===== src/rtl/irq_cp0_pkg.sv =====
// Shared constants and helpers for the interrupt / coprocessor-0 controller.
package irq_cp0_pkg;

  localparam int unsigned N_IRQ = 3;

  localparam logic [4:0] CP0_DISABLE = 5'h16;
  localparam logic [4:0] CP0_MASK    = 5'h17;
  localparam logic [4:0] CP0_EPC     = 5'h0e;
  localparam logic [4:0] CP0_CAUSE   = 5'h0d;

  localparam logic [31:0] DEF_VEC2 = 32'h0000_0400;
  localparam logic [31:0] DEF_VEC1 = 32'h0000_0600;
  localparam logic [31:0] DEF_VEC0 = 32'h0000_0800;

  // Highest-numbered set line wins; returns 0 when nothing is set.
  function automatic logic [1:0] prio_sel(input logic [N_IRQ-1:0] lines);
    logic [1:0] id;
    id = 2'd0;
    for (int i = 0; i < N_IRQ; i++) begin
      if (lines[i]) id = 2'(i);
    end
    return id;
  endfunction

  function automatic logic [N_IRQ-1:0] id_onehot(input logic [1:0] id);
    return N_IRQ'(1) << id;
  endfunction

endpackage


===== src/rtl/irq_edge_sync.sv =====
// One interrupt line: two-flop synchroniser followed by a rising-edge detector.
module irq_edge_sync (
  input  logic clk,
  input  logic rst,
  input  logic din,
  output logic rise
);

  logic sync1_q, sync2_q, prev_q;

  always_ff @(posedge clk) begin
    if (rst) begin
      sync1_q <= 1'b0;
      sync2_q <= 1'b0;
      prev_q  <= 1'b0;
    end else begin
      sync1_q <= din;
      sync2_q <= sync1_q;
      prev_q  <= sync2_q;
    end
  end

  assign rise = sync2_q & ~prev_q;

endmodule


===== src/rtl/irq_cp0_ctrl.sv =====
// Interrupt controller and CP0 register file: pending/overflow capture, masking,
// prioritised redirect request, EPC save on ack, and mfc0/mtc0 access.
module irq_cp0_ctrl
  import irq_cp0_pkg::*;
#(
  parameter logic [31:0] VEC2 = DEF_VEC2,
  parameter logic [31:0] VEC1 = DEF_VEC1,
  parameter logic [31:0] VEC0 = DEF_VEC0
) (
  input  logic             clk,
  input  logic             rst,
  input  logic [N_IRQ-1:0] irq_in,
  output logic             irq_req,
  output logic [31:0]      irq_vector,
  output logic [1:0]       irq_id,
  input  logic             irq_ack,
  input  logic [31:0]      resume_pc,
  input  logic             eret,
  output logic [31:0]      epc,
  input  logic [4:0]       cp0_raddr,
  output logic [31:0]      cp0_rdata,
  input  logic             cp0_we,
  input  logic [4:0]       cp0_waddr,
  input  logic [31:0]      cp0_wdata
);

  logic [N_IRQ-1:0] rise;
  logic [N_IRQ-1:0] pending_q, pending_d;
  logic [N_IRQ-1:0] overflow_q, overflow_d;
  logic [N_IRQ-1:0] mask_q, mask_d;
  logic             disable_q, disable_d;
  logic [31:0]      epc_q, epc_d;

  logic [N_IRQ-1:0] enabled;
  logic [1:0]       sel_id;
  logic             ack_fire;
  logic [N_IRQ-1:0] ack_clr;
  logic [N_IRQ-1:0] w1c_pend, w1c_ovf;
  logic [N_IRQ-1:0] pend_clr;
  logic             wr_disable, wr_mask, wr_epc, wr_cause;

  for (genvar i = 0; i < N_IRQ; i++) begin : g_sync
    irq_edge_sync u_sync (
      .clk  (clk),
      .rst  (rst),
      .din  (irq_in[i]),
      .rise (rise[i])
    );
  end

  // Request path depends only on registered state.
  always_comb begin
    enabled = pending_q & mask_q;
    irq_req = (|enabled) & ~disable_q;
    sel_id  = prio_sel(enabled);
    case (sel_id)
      2'd2:    irq_vector = VEC2;
      2'd1:    irq_vector = VEC1;
      default: irq_vector = VEC0;
    endcase
  end

  assign irq_id = sel_id;
  assign epc    = epc_q;

  always_comb begin
    wr_disable = cp0_we && (cp0_waddr == CP0_DISABLE);
    wr_mask    = cp0_we && (cp0_waddr == CP0_MASK);
    wr_epc     = cp0_we && (cp0_waddr == CP0_EPC);
    wr_cause   = cp0_we && (cp0_waddr == CP0_CAUSE);

    ack_fire = irq_ack & irq_req;
    ack_clr  = ack_fire ? id_onehot(sel_id) : '0;
    w1c_pend = wr_cause ? cp0_wdata[N_IRQ-1:0] : '0;
    w1c_ovf  = wr_cause ? cp0_wdata[2*N_IRQ-1:N_IRQ] : '0;
    pend_clr = ack_clr | w1c_pend;
  end

  always_comb begin
    // A fresh edge beats a same-cycle clear and then does not count as overflow.
    pending_d  = rise | (pending_q & ~pend_clr);
    overflow_d = (overflow_q & ~w1c_ovf) | (rise & pending_q & ~pend_clr);

    mask_d = wr_mask ? cp0_wdata[N_IRQ-1:0] : mask_q;

    if (ack_fire) begin
      disable_d = 1'b1;
    end else if (eret) begin
      disable_d = 1'b0;
    end else if (wr_disable) begin
      disable_d = cp0_wdata[0];
    end else begin
      disable_d = disable_q;
    end

    if (ack_fire) begin
      epc_d = resume_pc;
    end else if (wr_epc) begin
      epc_d = cp0_wdata;
    end else begin
      epc_d = epc_q;
    end
  end

  always_ff @(posedge clk) begin
    if (rst) begin
      pending_q  <= '0;
      overflow_q <= '0;
      mask_q     <= '0;
      disable_q  <= 1'b0;
      epc_q      <= '0;
    end else begin
      pending_q  <= pending_d;
      overflow_q <= overflow_d;
      mask_q     <= mask_d;
      disable_q  <= disable_d;
      epc_q      <= epc_d;
    end
  end

  always_comb begin
    case (cp0_raddr)
      CP0_DISABLE: cp0_rdata = {31'b0, disable_q};
      CP0_MASK:    cp0_rdata = {{(32 - N_IRQ){1'b0}}, mask_q};
      CP0_EPC:     cp0_rdata = epc_q;
      CP0_CAUSE:   cp0_rdata = {{(32 - 2 * N_IRQ){1'b0}}, overflow_q, pending_q};
      default:     cp0_rdata = 32'h0;
    endcase
  end

endmodule


===== config.mk =====
export PLATFORM = sky130hd
export DESIGN_NAME = irq_cp0_ctrl
export DESIGN_NICKNAME = d
export VERILOG_FILES = /design/src/rtl/irq_cp0_pkg.sv /design/src/rtl/irq_edge_sync.sv /design/src/rtl/irq_cp0_ctrl.sv
export SDC_FILE = /design/constraint.sdc
export NUM_CORES = 1
export LEC_CHECK = 0
export ABC_AREA = 0
export BUFFER_PORTS_ARGS = -buffer_cell sky130_fd_sc_hd__buf_2
export CAP_MARGIN = 40
export CORE_ASPECT_RATIO = 1.5
export CORE_MARGIN = 2
export CORE_UTILIZATION = 38
export CTS_CLUSTER_DIAMETER = 30
export CTS_CLUSTER_SIZE = 8
export DETAILED_ROUTE_END_ITERATION = 16
export HOLD_SLACK_MARGIN = 0.03
export PLACE_DENSITY_LB_ADDON = 0.25
export SLEW_MARGIN = 25
export SYNTH_ARGS = -nofsm -noshare
export SYNTH_HDL_FRONTEND = slang
export SYNTH_SLANG_ARGS = --single-unit

===== constraint.sdc =====
create_clock -name clk -period 1.5 [get_ports clk]
set_input_delay 0.075 -clock clk [delete_from_list [all_inputs] [get_ports clk]]
set_output_delay 0.075 -clock clk [all_outputs]
set_load 0.01 [all_outputs]

# == Word level (Yosys, flattened, before mapping) ==
# Cells that the tools add are included.
# classes
mux,12
bitwise,19
n_reduce_logical,7
n_shift,1
eq_ne,10
# op_table
operator,count
one-hot mux 32 bit (4 select lines),1
two-way mux 32 bit,2
one-hot mux 12 bit (2 select lines),1
equality test 5 x 4 -> 1 bit (second input constant),4
equality test 5 bit (second input constant),4
bitwise AND 3 bit,5
two-way mux 3 bit,3
bitwise OR 3 bit,3
NOT 3 bit,2
bitwise AND 1 bit,5
logical AND 1 bit,4
two-way mux 1 bit,4
NOT 1 bit,4
nonzero test 3 bit,1
OR reduction 3 bit,1
left shift 1 x 2 -> 3 bit (first input constant),1
equality test 2 x 1 -> 1 bit (second input constant),1
equality test 2 bit (second input constant),1
two-way mux 2 bit,1
nonzero test 2 bit,1
# totals
regBits,51
elab_cells,63
in_bits,82
output_inout_bits,99

# == Longest topological paths before layout ==
# depth
ltp_word,9
depth_mapped,6
depth_no_buf,4

# == Modules after synthesis ==
# A second synthesis with hierarchy kept.
# hier_totals
hier_cells,337
hier_area_um2,2812.7
# modules_own_cells
module,n_inst,area_per_inst_um2,seq_area_each_um2,cells_per_inst
irq_cp0_ctrl,1,2549.9,840.8,316
irq_edge_sync,3,87.6,60.1,7

# == Worst setup path after synthesis ==
# OpenSTA, ideal clock, no wires.
# synth_timing
kind,reg2reg
startpoint,register pending_q[2]
endpoint,register epc_q[4] (netlist: epc[4])
setup_ns,0.147
stages_incl_launch_ff,6
arrival_time_ns,1.317
synth_period_minus_slack_ns,1.464
slack_ns,0.036
required_time_ns,1.353
n_path_buf,2
cell_sequence,dfxtp_1 -> a222oi_1 -> nand2b_1 -> buf_4 -> buf_2 -> a311oi_2
# synth_between
elab_chain_len,5
elab_cells_between_ends,6
cone_classes,1 x mux; 3 x bitwise; 2 x reduce/logical
# synth_lines
item,line_no,text
from (decl),irq_cp0_ctrl.sv:28,"logic [N_IRQ-1:0] pending_q, pending_d;"
from (signal assigned),irq_cp0_ctrl.sv:113,pending_q <= pending_d;
bitwise AND 3 bit (*),irq_cp0_ctrl.sv:53,enabled = pending_q & mask_q;
OR reduction 3 bit (*),irq_cp0_ctrl.sv:54,irq_req = (|enabled) & ~disable_q;
bitwise AND 1 bit (*),irq_cp0_ctrl.sv:54,
bitwise AND 1 bit (*),irq_cp0_ctrl.sv:72,ack_fire = irq_ack & irq_req;
two-way mux 32 bit or nonzero test 2 bit (tied branches),--,
to (signal assigned),irq_cp0_ctrl.sv:117,epc_q <= epc_d;
to (decl),irq_cp0_ctrl.sv:32,"logic [31:0] epc_q, epc_d;"
# Mark *: on every way between the ends. The rest lies on a longest branch, timed or not.
# A chain may end at the register's enable or synchronous reset.

# == Final worst setup path ==
# layout_timing
startpoint,register pending_q[2]
endpoint,register epc_q[31] (netlist: epc[31])
# The elaborated chain is that of the path after synthesis.

==> impl_metrics.env <==
export IMPL_antenna_found_initial=0
export IMPL_ys_warn_count=0
export IMPL_vias_per_cell=4.78
export IMPL_crit_slowest_cell="a222oi_1"
export IMPL_dp_cells=575
export IMPL_dr_pass1_iters=4
export IMPL_grt_first_pass_wirelength_um=11900
export IMPL_async_flop_share=0
export IMPL_power_w=0.00271
export IMPL_critPathKind="reg -> reg"
export IMPL_clk_pin_slew_worst_paths_ps=90
export IMPL_hold_viol=0
export IMPL_cts_buffers_inserted=5
export IMPL_vias=2856
export IMPL_violations="negative setup slack"
export IMPL_arrival_ps=1790
export IMPL_period_minus_slack_ps=1570
export IMPL_clk_latency_ps=300
export IMPL_start_util=0.387
export IMPL_fmax_ghz=0.636
export IMPL_grt_pass1_vias=2554
export IMPL_ant_nets=0
export IMPL_n_antenna_cell=0
export IMPL_powerDensity_nw_per_um2=687
export IMPL_wl_per_cell_um=13.4
export IMPL_io_pins=181
export IMPL_peakVddDrop_v=0.000551
export IMPL_hp_class="in -> reg"
export IMPL_portBuffers=151
export IMPL_drive_gt1_frac=0.423
export IMPL_worst_hold_slack_ps=33.0
export IMPL_start_kind="register"
export IMPL_grtUsageTotal=0.187
export IMPL_setup_tns_ps=-1310
export IMPL_fin_ws_ps=-71.3
export IMPL_setup_viol=33
export IMPL_initialDrtViolationCount=94
export IMPL_ys_seq_area_frac=0.367
export IMPL_cpPeakStageDelay_ps=420
export IMPL_grt_max_degree=33
export IMPL_cts_root_buf="clkbuf_8"
export IMPL_worstPathCellList="a222oi_1 -> nand2b_4 -> clkbuf_16 -> nor2_1 -> a311oi_2"
export IMPL_num_rows=38
export IMPL_synthFlopType="dfxtp_1"
export IMPL_final_common_cell="buf_2"
export IMPL_syn_area_um2=2780
export IMPL_cts_sinks=51
export IMPL_cts_tree="yes"
export IMPL_cts_htree_levels=2
export IMPL_outcome="complete, but fails checks"
export IMPL_drv_cap=0
export IMPL_nets=578
export IMPL_rsz0062_at_grt="yes"
export IMPL_grt_ovfl_total=0
export IMPL_ys_ff_latch=51
export IMPL_crit_path_end_kind="register"
export IMPL_core_area_um2=7180
export IMPL_p_leak_nw=1.89
export IMPL_crit_buf_inv=1
export IMPL_synth_edf_count=0
export IMPL_layout_common_cells="buf_2 (151), nand2_1 (72), dfxtp_1 (50), nor2_1 (36), conb_1 (29)"
export IMPL_routed_wl_um=8010
export IMPL_stdcell_count=597
export IMPL_drcViolationCount=0
export IMPL_syn_to_final_growth_pct=41.7
export IMPL_place_gp_congestion=0.834
export IMPL_postSynthCellCount=333
export IMPL_max_clock_path_buffers=2
export IMPL_hpwlAfterDp_um=5760
export IMPL_rrSetupSlack_ps=-70
export IMPL_post_route_period_util=1.05
export IMPL_synth_distinct_cells=34
export IMPL_avgSynthCellArea_um2=8.35
export IMPL_fin_worst_skew_ps=7.71
export IMPL_dieHeight_um=109
export IMPL_drv_slew=0
export IMPL_crit_family="compound AO/OA/AOI/OAI gates"
export IMPL_die_area_um2=8030
export IMPL_cp_required_ps=1720
export IMPL_pre_cts_slack_ps=-100
export IMPL_die_width_um=73.8
export IMPL_crit_fanout=12
[synth_stat cells (all sizes together) (2+ instances only)]
| library cell | number | area, um^2 |
|---|---|---|
| clkbuf | 13 | 48.8 |
| a211o | 3 | 26.3 |
| and4b | 2 | 20.0 |
| nand3b | 2 | 15.0 |
| nand2b | 5 | 31.3 |
| inv | 6 | 22.5 |
| a22o | 3 | 26.3 |
| nor2 | 37 | 139 |
| a22oi | 2 | 15.0 |
| nor2b | 11 | 68.8 |
| buf | 40 | 293 |
| a32oi | 2 | 17.5 |
| and2 | 28 | 175 |
| nor3b | 3 | 22.5 |
| o21ai | 4 | 20.0 |
| a221o | 2 | 20.0 |
| nand2 | 72 | 270 |
| a311oi | 32 | 405 |
| dfxtp | 51 | 1020 |
| mux2i | 4 | 40.0 |
[state kept, by name (all words and copies together) (netlist names)]
| register | count |
|---|---|
| pending_q | 3 |
| epc | 32 |
| disable_q | 1 |
| g_sync.u_sync.sync2_q | 3 |
| g_sync.u_sync.prev_q | 3 |
| mask_q | 3 |
| overflow_q | 3 |
| g_sync.u_sync.sync1_q | 3 |
[final cells by class]
| cell class | instances | area (um^2) |
|---|---|---|
| multi-input cells | 251 | 1520 |
| inverters | 6 | 22.5 |
| well taps | 100 | 125 |
| clock inverters | 2 | 38.8 |
| clock buffers | 6 | 82.6 |
| repair buffers | 181 | 1130 |
| fillers | 694 | 3240 |
| flip-flops and latches | 51 | 1020 |
[report_power, final]
| part | internal [W] | total [W] | switching [W] |
|---|---|---|---|
| registers | 0.00138 | 0.00139 | 0.0000128 |
| clock network | 0.000549 | 0.00102 | 0.000472 |
| logic | 0.000139 | 0.000294 | 0.000154 |
| total | 0.00207 | 0.00271 | 0.000640 |
[worst min-delay path, cell delays in order]
cell	delay [ps]
buf_2	100
nand2_1	50
a311oi_1	70
[metal layers]
metal	part of all wire	routed length, um	global-route usage
met1	0.40	3190	0.219
met2	0.52	4200	0.341
met3	0.058	461	0.0213
met4	0.018	148	0.0688
met5	0	0	0
[cell families (layout without fill, tap and decap cells)]
group / after synthesis / in the layout / synth area share
AND/OR/NAND/NOR: 164 / 164 / 0.277
buffers and inverters: 59 / 195 / 0.131
AO/OA/AOI/OAI: 53 / 53 / 0.205
flip-flops: 51 / 51 / 0.367
multiplexers: 5 / 5 / 0.0185
other: 1 / 29 / 0.00135
[final timing paths]
path                            startpoint                  endpoint  cells past startpoint
hold reg to reg   g_sync[2].u_sync.sync1_q  g_sync[2].u_sync.sync2_q                      1
hold / removal               cp0_wdata[21]                   epc[21]                      3
setup reg to reg              pending_q[2]                   epc[31]                      5
setup / recovery              pending_q[2]                   epc[31]                      5
[through the flow]
| step | util | cell area [um^2] |
|---|---|---|
| floorplan | - | 2890 |
| CTS | 0.533 | 3830 |
| global placement | 0.502 | 3600 |
| detailed placement | 0.502 | 3600 |
| finish | 0.549 | 3940 |
| global route | 0.549 | 3940 |
[repair_timing]
action	in CTS	in global routing
hold endpoints to repair	6	0
hold buffers	6	0
gates cloned	1	3
endpoints found under the setup margin	32	35
pin swaps	8	5
buffers inserted	1	4
resized for setup	4	5
(Power assumes the default switching activity.)
